## src/rtl/word_order_stream_controller.sv

```systemverilog
//------------------------------------------------------------------------------
// Module      : word_order_stream_controller
// Description : Packet-aware byte/bit-order converter with valid/ready
//               handshakes on both sides. One reordering mode is selected
//               per packet (0 pass, 1 word reverse, 2 bit reverse within each
//               word, 3 full bit reverse). The mode register can only be
//               updated between packets. The transform is applied when a
//               beat is captured, and the beat then goes into a 2-entry skid
//               buffer whose main register drives the output.
// Ports       : clock, reset_n (async active-low)
//               config_mode/config_valid/config_ready - mode update handshake
//               input_data/input_last/input_valid/input_ready - upstream beats
//               output_data/output_last/output_valid/output_ready - downstream
//               busy - packet in progress or beats buffered
//               packet_beats[15:0] - only with WORD_ORDER_STREAM_BEAT_COUNT_EN
// Options     : `define WORD_ORDER_STREAM_BEAT_COUNT_EN adds the saturating
//               per-packet beat counter and its packet_beats output.
// Revision    : 1.0 - initial release
//------------------------------------------------------------------------------
`default_nettype none

module word_order_stream_controller #(
  parameter  int WORD_WIDTH  = 8,
  parameter  int WORD_COUNT  = 4,
  localparam int TOTAL_WIDTH = WORD_WIDTH * WORD_COUNT
) (
  input  logic                   clock,
  input  logic                   reset_n,
  input  logic [1:0]             config_mode,
  input  logic                   config_valid,
  output logic                   config_ready,
  input  logic [TOTAL_WIDTH-1:0] input_data,
  input  logic                   input_last,
  input  logic                   input_valid,
  output logic                   input_ready,
  output logic [TOTAL_WIDTH-1:0] output_data,
  output logic                   output_last,
  output logic                   output_valid,
  input  logic                   output_ready,
  output logic                   busy
`ifdef WORD_ORDER_STREAM_BEAT_COUNT_EN
  ,
  output logic [15:0]            packet_beats
`endif
);

  typedef enum logic [0:0] {
    ST_IDLE   = 1'b0,
    ST_PACKET = 1'b1
  } state_t;

  state_t                 r_state;
  state_t                 w_next_state;
  logic [1:0]             r_mode;

  logic                   r_out_valid;
  logic [TOTAL_WIDTH-1:0] r_out_data;
  logic                   r_out_last;
  logic                   r_skid_valid;
  logic [TOTAL_WIDTH-1:0] r_skid_data;
  logic                   r_skid_last;

  logic [TOTAL_WIDTH-1:0] w_rev_word;
  logic [TOTAL_WIDTH-1:0] w_rev_bits;
  logic [TOTAL_WIDTH-1:0] w_rev_full;
  logic [TOTAL_WIDTH-1:0] w_xform;
  logic                   w_push;
  logic                   w_pop;

  // Reordering networks: pure wiring, one selected by the mode register.
  for (genvar w = 0; w < WORD_COUNT; w++) begin : g_word
    assign w_rev_word[(WORD_COUNT-1-w)*WORD_WIDTH +: WORD_WIDTH] =
      input_data[w*WORD_WIDTH +: WORD_WIDTH];
    for (genvar b = 0; b < WORD_WIDTH; b++) begin : g_bit
      assign w_rev_bits[w*WORD_WIDTH + WORD_WIDTH-1-b] = input_data[w*WORD_WIDTH + b];
    end
  end

  for (genvar k = 0; k < TOTAL_WIDTH; k++) begin : g_full
    assign w_rev_full[TOTAL_WIDTH-1-k] = input_data[k];
  end

  always_comb begin
    w_xform = input_data;
    case (r_mode)
      2'd1:    w_xform = w_rev_word;
      2'd2:    w_xform = w_rev_bits;
      2'd3:    w_xform = w_rev_full;
      default: w_xform = input_data;
    endcase
  end

  // FSM: the base ready term is the skid register (registered occupancy);
  // the only combinational term is IDLE config priority.
  always_comb begin
    w_next_state = r_state;
    config_ready = 1'b0;
    input_ready  = ~r_skid_valid;
    case (r_state)
      ST_IDLE: begin
        config_ready = 1'b1;
        if (config_valid) begin
          input_ready = 1'b0;
        end
        if (input_valid && !r_skid_valid && !config_valid && !input_last) begin
          w_next_state = ST_PACKET;
        end
      end
      ST_PACKET: begin
        if (input_valid && !r_skid_valid && input_last) begin
          w_next_state = ST_IDLE;
        end
      end
      default: w_next_state = ST_IDLE;
    endcase
  end

  assign w_push = input_valid & input_ready;
  assign w_pop  = r_out_valid & output_ready;

  always_ff @(posedge clock or negedge reset_n) begin
    if (!reset_n) begin
      r_state <= ST_IDLE;
      r_mode  <= 2'd0;
    end else begin
      r_state <= w_next_state;
      if (config_valid && config_ready) begin
        r_mode <= config_mode;
      end
    end
  end

  // Skid buffer. The skid entry is only filled when the main register is
  // occupied and not draining; it refills the main register on the next pop.
  always_ff @(posedge clock or negedge reset_n) begin
    if (!reset_n) begin
      r_out_valid  <= 1'b0;
      r_out_data   <= '0;
      r_out_last   <= 1'b0;
      r_skid_valid <= 1'b0;
      r_skid_data  <= '0;
      r_skid_last  <= 1'b0;
    end else if (r_skid_valid) begin
      if (w_pop) begin
        r_out_data   <= r_skid_data;
        r_out_last   <= r_skid_last;
        r_skid_valid <= 1'b0;
      end
    end else if (w_push) begin
      if (!r_out_valid || w_pop) begin
        r_out_valid <= 1'b1;
        r_out_data  <= w_xform;
        r_out_last  <= input_last;
      end else begin
        r_skid_valid <= 1'b1;
        r_skid_data  <= w_xform;
        r_skid_last  <= input_last;
      end
    end else if (w_pop) begin
      r_out_valid <= 1'b0;
    end
  end

  assign output_valid = r_out_valid;
  assign output_data  = r_out_data;
  assign output_last  = r_out_last;
  assign busy         = (r_state == ST_PACKET) | r_out_valid | r_skid_valid;

`ifdef WORD_ORDER_STREAM_BEAT_COUNT_EN
  logic [15:0] r_beat_cnt;
  logic [15:0] r_packet_beats;
  logic [15:0] w_cnt_inc;

  assign w_cnt_inc = (r_beat_cnt == 16'hFFFF) ? 16'hFFFF : r_beat_cnt + 16'd1;

  always_ff @(posedge clock or negedge reset_n) begin
    if (!reset_n) begin
      r_beat_cnt     <= 16'd0;
      r_packet_beats <= 16'd0;
    end else if (w_push) begin
      if (input_last) begin
        r_packet_beats <= w_cnt_inc;
        r_beat_cnt     <= 16'd0;
      end else begin
        r_beat_cnt <= w_cnt_inc;
      end
    end
  end

  assign packet_beats = r_packet_beats;
`endif

endmodule

`default_nettype wire

```

## config.mk

```make
export PLATFORM = sky130hd
export DESIGN_NAME = word_order_stream_controller
export DESIGN_NICKNAME = d
export VERILOG_FILES = /design/src/rtl/word_order_stream_controller.sv
export SDC_FILE = /design/constraint.sdc
export NUM_CORES = 1
export LEC_CHECK = 0
export ABC_AREA = 0
export CORE_MARGIN = 1
export CORE_UTILIZATION = 56
export CTS_CLUSTER_SIZE = 20
export DETAILED_ROUTE_END_ITERATION = 16
export PLACE_DENSITY_LB_ADDON = 0.08
export SYNTH_ARGS = -nofsm -noshare
export SYNTH_HDL_FRONTEND = slang
export SYNTH_SLANG_ARGS = --single-unit
```

## constraint.sdc

```tcl
create_clock -name clock -period 2.9 [get_ports clock]
set_input_delay 0.58 -clock clock [delete_from_list [all_inputs] [get_ports clock]]
set_output_delay 0.58 -clock clock [all_outputs]
set_load 0.05 [all_outputs]
```

Word-level counts from Yosys, hierarchy flattened. Cells that the tools add are included. Widths: inputs -> output; s select.

Word-level logic and storage cells: 58. Input bits: 40. Register bits after elaboration: 71. Output and inout bits: 37.

Bitwise operators: 7. Reduce and logical (&&, ||, !) cells: 16. Eq/ne operators: 5. Mux-type cells: 22.

Operator list (count): $mux 32 (4); $pmux 32 s3 (1); $mux 1 (16); $reduce_and 3->1 (3); $reduce_bool 2->1 (3); $logic_and 1x1->1 (5); $eq 2x2->1 const B (2); $logic_not 1->1 (4); $ne 2x1->1 const B (2); $not 1->1 (3); $and 1x1->1 (2); $eq 2x1->1 const B (1); $or 1x1->1 (2); $pmux 1 s2 (1); $logic_or 1x1->1 (1).

Logic depth before layout (Yosys ltp). Gate-level depths: netlist of run 1.

Depth in word-level cells: 6. Depth in mapped cells: 7. Mapped depth without buffers: 4.

Least setup slack after synthesis of run 1. Ideal clock, no wire load.

Path kind: register to output. From: register r_skid_valid. To: output input_ready. Required time: 2320 ps. Buffers on the path: 2. Slack: 852 ps. Stages on the path, launching flop included: 4. Arrival time: 1468 ps. Cell sequence: dfrtp_1 > buf_2 > buf_1 > nor2_1.

Word-level cells in the longest chain between the ends: 3.

RTL lines: start, declared (RTL line 59) `logic r_skid_valid;`; start signal, assigned (RTL line 140) `r_skid_valid <= 1'b0;`; start signal, assigned (RTL line 147) `r_skid_valid <= 1'b0;`; start signal, assigned (RTL line 155) `r_skid_valid <= 1'b1;`; $not 1->1 (no line) *; $mux 1 (RTL line 102) `if (config_valid) begin`; $mux 1 * (RTL line 99) `case (r_state)`; end, declared (RTL line 35) `output logic input_ready,`.

Mark *: on every way between the ends. The rest lies on a longest branch, timed or not.

Worst setup path after layout of run 1.
From: input config_valid. To: output input_ready.

Word-level cells in the longest chain between the ends: 2.

RTL lines: start, declared (RTL line 30) `input logic config_valid,`; $mux 1 (RTL line 102); $mux 1 (RTL line 99).

No other way between the ends.

==> results of run 1 <==
[final cells by class]
| type | count | share of cell area [%] |
|---|---|---|
| Clock buffer | 9 | 2.514 |
| Clock inverter | 7 | 2.463 |
| Inverter | 2 | 0.1524 |
| Multi-Input combinational cell | 317 | 38.67 |
| Sequential cell | 71 | 36.08 |
| Tap cell | 80 | 2.031 |
| Timing Repair Buffer | 91 | 18.08 |
[critical path: cells and delay by family]
| family | cells | cell delay [ps] |
|---|---|---|
| simple gates | 2 | 250 |
| buf+inv | 3 | 1250 |
[routing by layer]
metal | vias up | wire [um] | track usage, %
met1 | 1688 | 4487 | 39.90
met3 | 9 | 518 | 6.226
li1 | 1662 | - | -
met4 | 0 | 94 | 8.788
met2 | 111 | 4810 | 48.09
met5 | - | 0 | 0
[kinds of logic (layout without fill, tap and decap cells)]
kind of cell,Yosys count,count (layout)
compound gates,168,168
simple gates,115,115
flops,71,71
buf+inv,43,109
mux,34,34
[metrics by stage]
step	utilization, %	hold slack (ps)
after floorplan	-	284.4
after global placement	69.30	462.2
after detailed placement	69.30	475.8
after CTS	72.93	275.4
after global routing	72.93	305.8
final	72.93	259.4
[final timing paths]
check / slack (ps) / end
max in group asynchronous: 1960 / r_skid_data[8]
setup / recovery: 230 / input_ready
hold / removal: 260 / output_valid
hold reg to reg: 490 / r_skid_data[29]
min in group clock: 490 / r_skid_data[29]
setup reg to reg: 800 / output_data[25]
[registers in the layout, summed over array words and instances, names as in the netlist]
name	count
output_data	32
output_last	1
output_valid	1
r_mode	2
r_skid_data	32
r_skid_last	1
r_skid_valid	1
r_state	1
[where the power goes]
group          internal, uW  leakage (uW)  total (uW)  switching (uW)
clock network           574      0.000123         974             400
logic                  1450       0.00106        4080            2630
registers              1480      0.000849        1820             336
[cell usage in the layout (no fill, tap or decap), types with 2 or more instances in the layout]
cell type and instances:
nand2_1 54, mux2i_1 17, o21ai_1 16, a221oi_1 32
clkdlybuf4s50_1 74, clkinv_4 3, a21oi_2 30, clkbuf_8 9
o21ai_0 32, a21oi_1 55, a22o_1 2, nor2_1 51
mux2_2 16, inv_1 2, bufinv_16 3, nand2b_1 4
dfrtp_1 70, buf_4 14, buf_12 2
==> flow_summary.toml, run 1 <==
[cells_and_area]
fillCellCount = 535
stdcell_count = 577
post-route-cell-area_um2 = 4927
multi_input_area_um2 = 1906
seq_area_um2 = 1778
drive_above_1_share_pct = 16.50
fin_nets = 532
area_growth_pct = 26.71
antennaDiodeCount = 0

[sta]
hold_violations = 0
final.setup.worst_slack_ps = 231.0
fin_crit_sh_pct = 92.03
worst_pin_slew_ps = 1063
clock.fmax_ghz = 0.3747
rsz0062_at_grt = "false"
slew_headroom_pct = 28.85
fin_skew_ps = 11.30
final.setup.tns_ps = 0
min_period_ps = 2669
finalSetupViolations = 0
drv_slew = 0

[global_route]
antenna_found_initial = 0
grt_pass1_wl_um = 16580
grt_start_max_net_pins = 65
grt_use_total_pct = 29.47
grt_pass1_vias = 3405
overflow = 0

[floorplan]
row_count = 30
dieArea_um2 = 7281
die_h_um = 85.33
die_w_um = 85.33
io_pins = 77
coreArea_um2 = 6756
start_util_pct = 57.56

[placed_design]
dpl.cell_count = 561
dp_hpwl_um = 6529
dp_slack_ps = 225.4
port_buffers = 76
gp_congestion = 0.8314
place_area_um2 = 4682

[synthesis]
synth_cells = 431
yosys-top-cells-count = "dfrtp_1, a21oi_1, nand2_1"
syn_area_um2 = 3889
synth_mux_area_share_pct = 9.299
yosys.area.top_type = "dfrtp_1"
synth_top_area_share_pct = 45.69
synth.most_common_cell = "dfrtp_1"
ys_ff_latch = 71
synthAdderAreaFrac_pct = 0
yosys-top-cells-area = "dfrtp_1, a221oi_1, a21oi_1"
syn-num-nets = 471
syn_avg_cell_area_um2 = 9.023
synth-main-ff-cell = "dfrtp_1"
synth_simple_gate_area_share_pct = 11.84
synth_compound_area_share_pct = 27.83
synth_xor_area_share_pct = 0
synth-edff-count = 0
async_reset_ff_share_pct = 100.0
synth_warnings = 0
synth.distinct_cells = 25
synth_top_family_by_area = "compound AO/OA/AOI/OAI gates"
yosysSeqAreaShare_pct = 45.69

[cts]
cts-root-buf = "clkbuf_8"
clock_latency_ps = 360
htreeDepth = 3
cts_buffer_depth = 2
hold_buffers = 0
cts.clk_slew.worst_paths_ps = 80
cts_tree = "yes"
ctsResizeCount = 0
numClockSinks = 71
cts_made_buffers = 9
cts_post_setup_buffers_inserted = 0

[detailed_routing]
post_drt_wl_per_cell_um = 17.18
dr.pass1.iters = 5
vias_per_cell = 6.014
route.detailed.drc = 0
vias = 3470
ant_nets = 0
drt_iter0_drc = 228
postRouteWirelength_um = 9910

[setup_path]
critPathLaunchType = "primary input"
slowest_stage = "clkdlybuf4s50_1"
r2r_cells = 4
worst-setup-path-type = "in -> out"
worstSetupEndpointType = "output pin"
critPathMaxFanout = 3
worstSetupStartpoint = "config_valid"
crit_chain = "clkdlybuf4s50_1, inv_1, nor2_1, nor2_1, clkdlybuf4s50_1"
cp.arrival_ps = 2090
critPathMaxStageDelay_ps = 730
r2r_start = "r_mode[1]"
worstPathRequired_ps = 2320

[pwr]
p_leak_uw = 0.002033
power_uw = 6867
p_per_area_nw_per_um2 = 1394
peakVddDrop_mv = 0.6727

[hold_path]
hold_class = "in -> async"

[run_status]
status = "finished clean"

[run]
maxCapViolCount = 0
Note: power is estimated with default switching activity, not from simulation.
==> run 2, diff against run 1 <==
--- a/constraint.sdc
+++ b/constraint.sdc
@@ -3,2 +3,2 @@
 set_output_delay 0.58 -clock clock [all_outputs]
-set_load 0.05 [all_outputs]
+set_load 0.1 [all_outputs]
==> flow_summary.toml, run 2 (synthesis gave the netlist of run 1 again) <==
[sta]
hold_violations = 0
fin_crit_sh_pct = 84.32
whs_ps = 156.0
final.setup.tns_ps = 0
fin_skew_ps = 10.59
min_period_ps = 2445
drv_slew = 0
worst_pin_slew_ps = 597.8
finalSetupViolations = 0
rsz0062_at_grt = "false"
slew_headroom_pct = 60.15
clock.fmax_ghz = 0.4090

[detailed_routing]
vias_per_cell = 6.085
dr.pass1.iters = 5
post_drt_wl_per_cell_um = 17.38
vias = 3517
drt_iter0_drc = 331
ant_nets = 0
route.detailed.drc = 0
postRouteWirelength_um = 10040

[placed_design]
gp_congestion = 0.8729
dp_hpwl_um = 6731
port_buffers = 76

[setup_path]
worstSetupEndpointType = "output pin"
worst-setup-path-type = "reg -> out"
worstPathRequired_ps = 2320
cp.arrival_ps = 1870
critPathMaxFanout = 16
critPathLaunchType = "register"
r2r_cells = 5

[floorplan]
dieArea_um2 = 7281
row_count = 30
io_pins = 77
die_h_um = 85.33
die_w_um = 85.33
coreArea_um2 = 6756
start_util_pct = 57.56

[hold_path]
hold_class = "in -> async"

[cts]
clock_latency_ps = 340
cts_post_setup_buffers_inserted = 0
cts_buffer_depth = 2
hold_buffers = 0
cts.clk_slew.worst_paths_ps = 70
numClockSinks = 71
ctsResizeCount = 0
cts_tree = "yes"
cts-root-buf = "clkbuf_8"
cts_made_buffers = 9
htreeDepth = 3

[global_route]
antenna_found_initial = 0
grt_pass1_wl_um = 16580
grt_pass1_vias = 3377
overflow = 0
grt_start_max_net_pins = 66
grt_use_total_pct = 29.49

[run]
maxCapViolCount = 0

[cells_and_area]
antennaDiodeCount = 0
area_growth_pct = 23.75
final_common_cell = "dfrtp_1"
drive_above_1_share_pct = 23.69
final_cell_mix = "dfrtp_1, a21oi_1, nand2_1"
fin_nets = 533

[run_status]
status = "finished clean"
## run 2: worst paths after layout
kind                                 startpoint               to  slack (ps)
worst max-delay path               r_skid_valid             busy         450
worst min-delay path                    reset_n        r_mode[0]         160
worst max register to register     r_skid_valid   output_data[8]         690
worst min register to register  r_skid_data[29]  r_skid_data[29]         490
max in group asynchronous               reset_n        r_mode[1]        2120
min in group clock              r_skid_data[29]  r_skid_data[29]         490
## run 2: stage by stage
step | worst slack [ps] | area (um2) | util, % | cells
6_report | 454.8 | 4812 | 71.22 | 578
5_1_grt | 394.5 | 4812 | 71.22 | 578
4_1_cts | 475.7 | 4812 | 71.22 | 578
3_5_place_dp | 621.6 | 4637 | 68.63 | 562
3_3_place_gp | 642.9 | 4637 | 68.63 | 562
2_1_floorplan | 245.5 | 3889 | - | 431
## run 2: final cells by class
type	instances	area, um2
Timing Repair Buffer	92	845.8
Tap cell	80	100.1
Clock buffer	11	141.4
Multi-Input combinational cell	317	1906
Clock inverter	5	33.78
Inverter	2	7.507
Sequential cell	71	1778
Fill cell	537	1944
## run 2: routing by layer
layer	track usage, %	vias up	share of wire [%]
li1	-	1658	-
met1	40.89	1684	44
met2	46.77	153	48
met3	4.767	22	5.9
met4	11.52	0	2.3
met5	0	-	0
## run 2: worst max-delay path: stages (launching register included)
cell	delay, ps
dfrtp_1	600
buf_4	310
or3_1	420
buf_12	190
Power of run 2 is not shown: default switching activity piles up to over one toggle a cycle in this logic, so the estimate is an artifact.
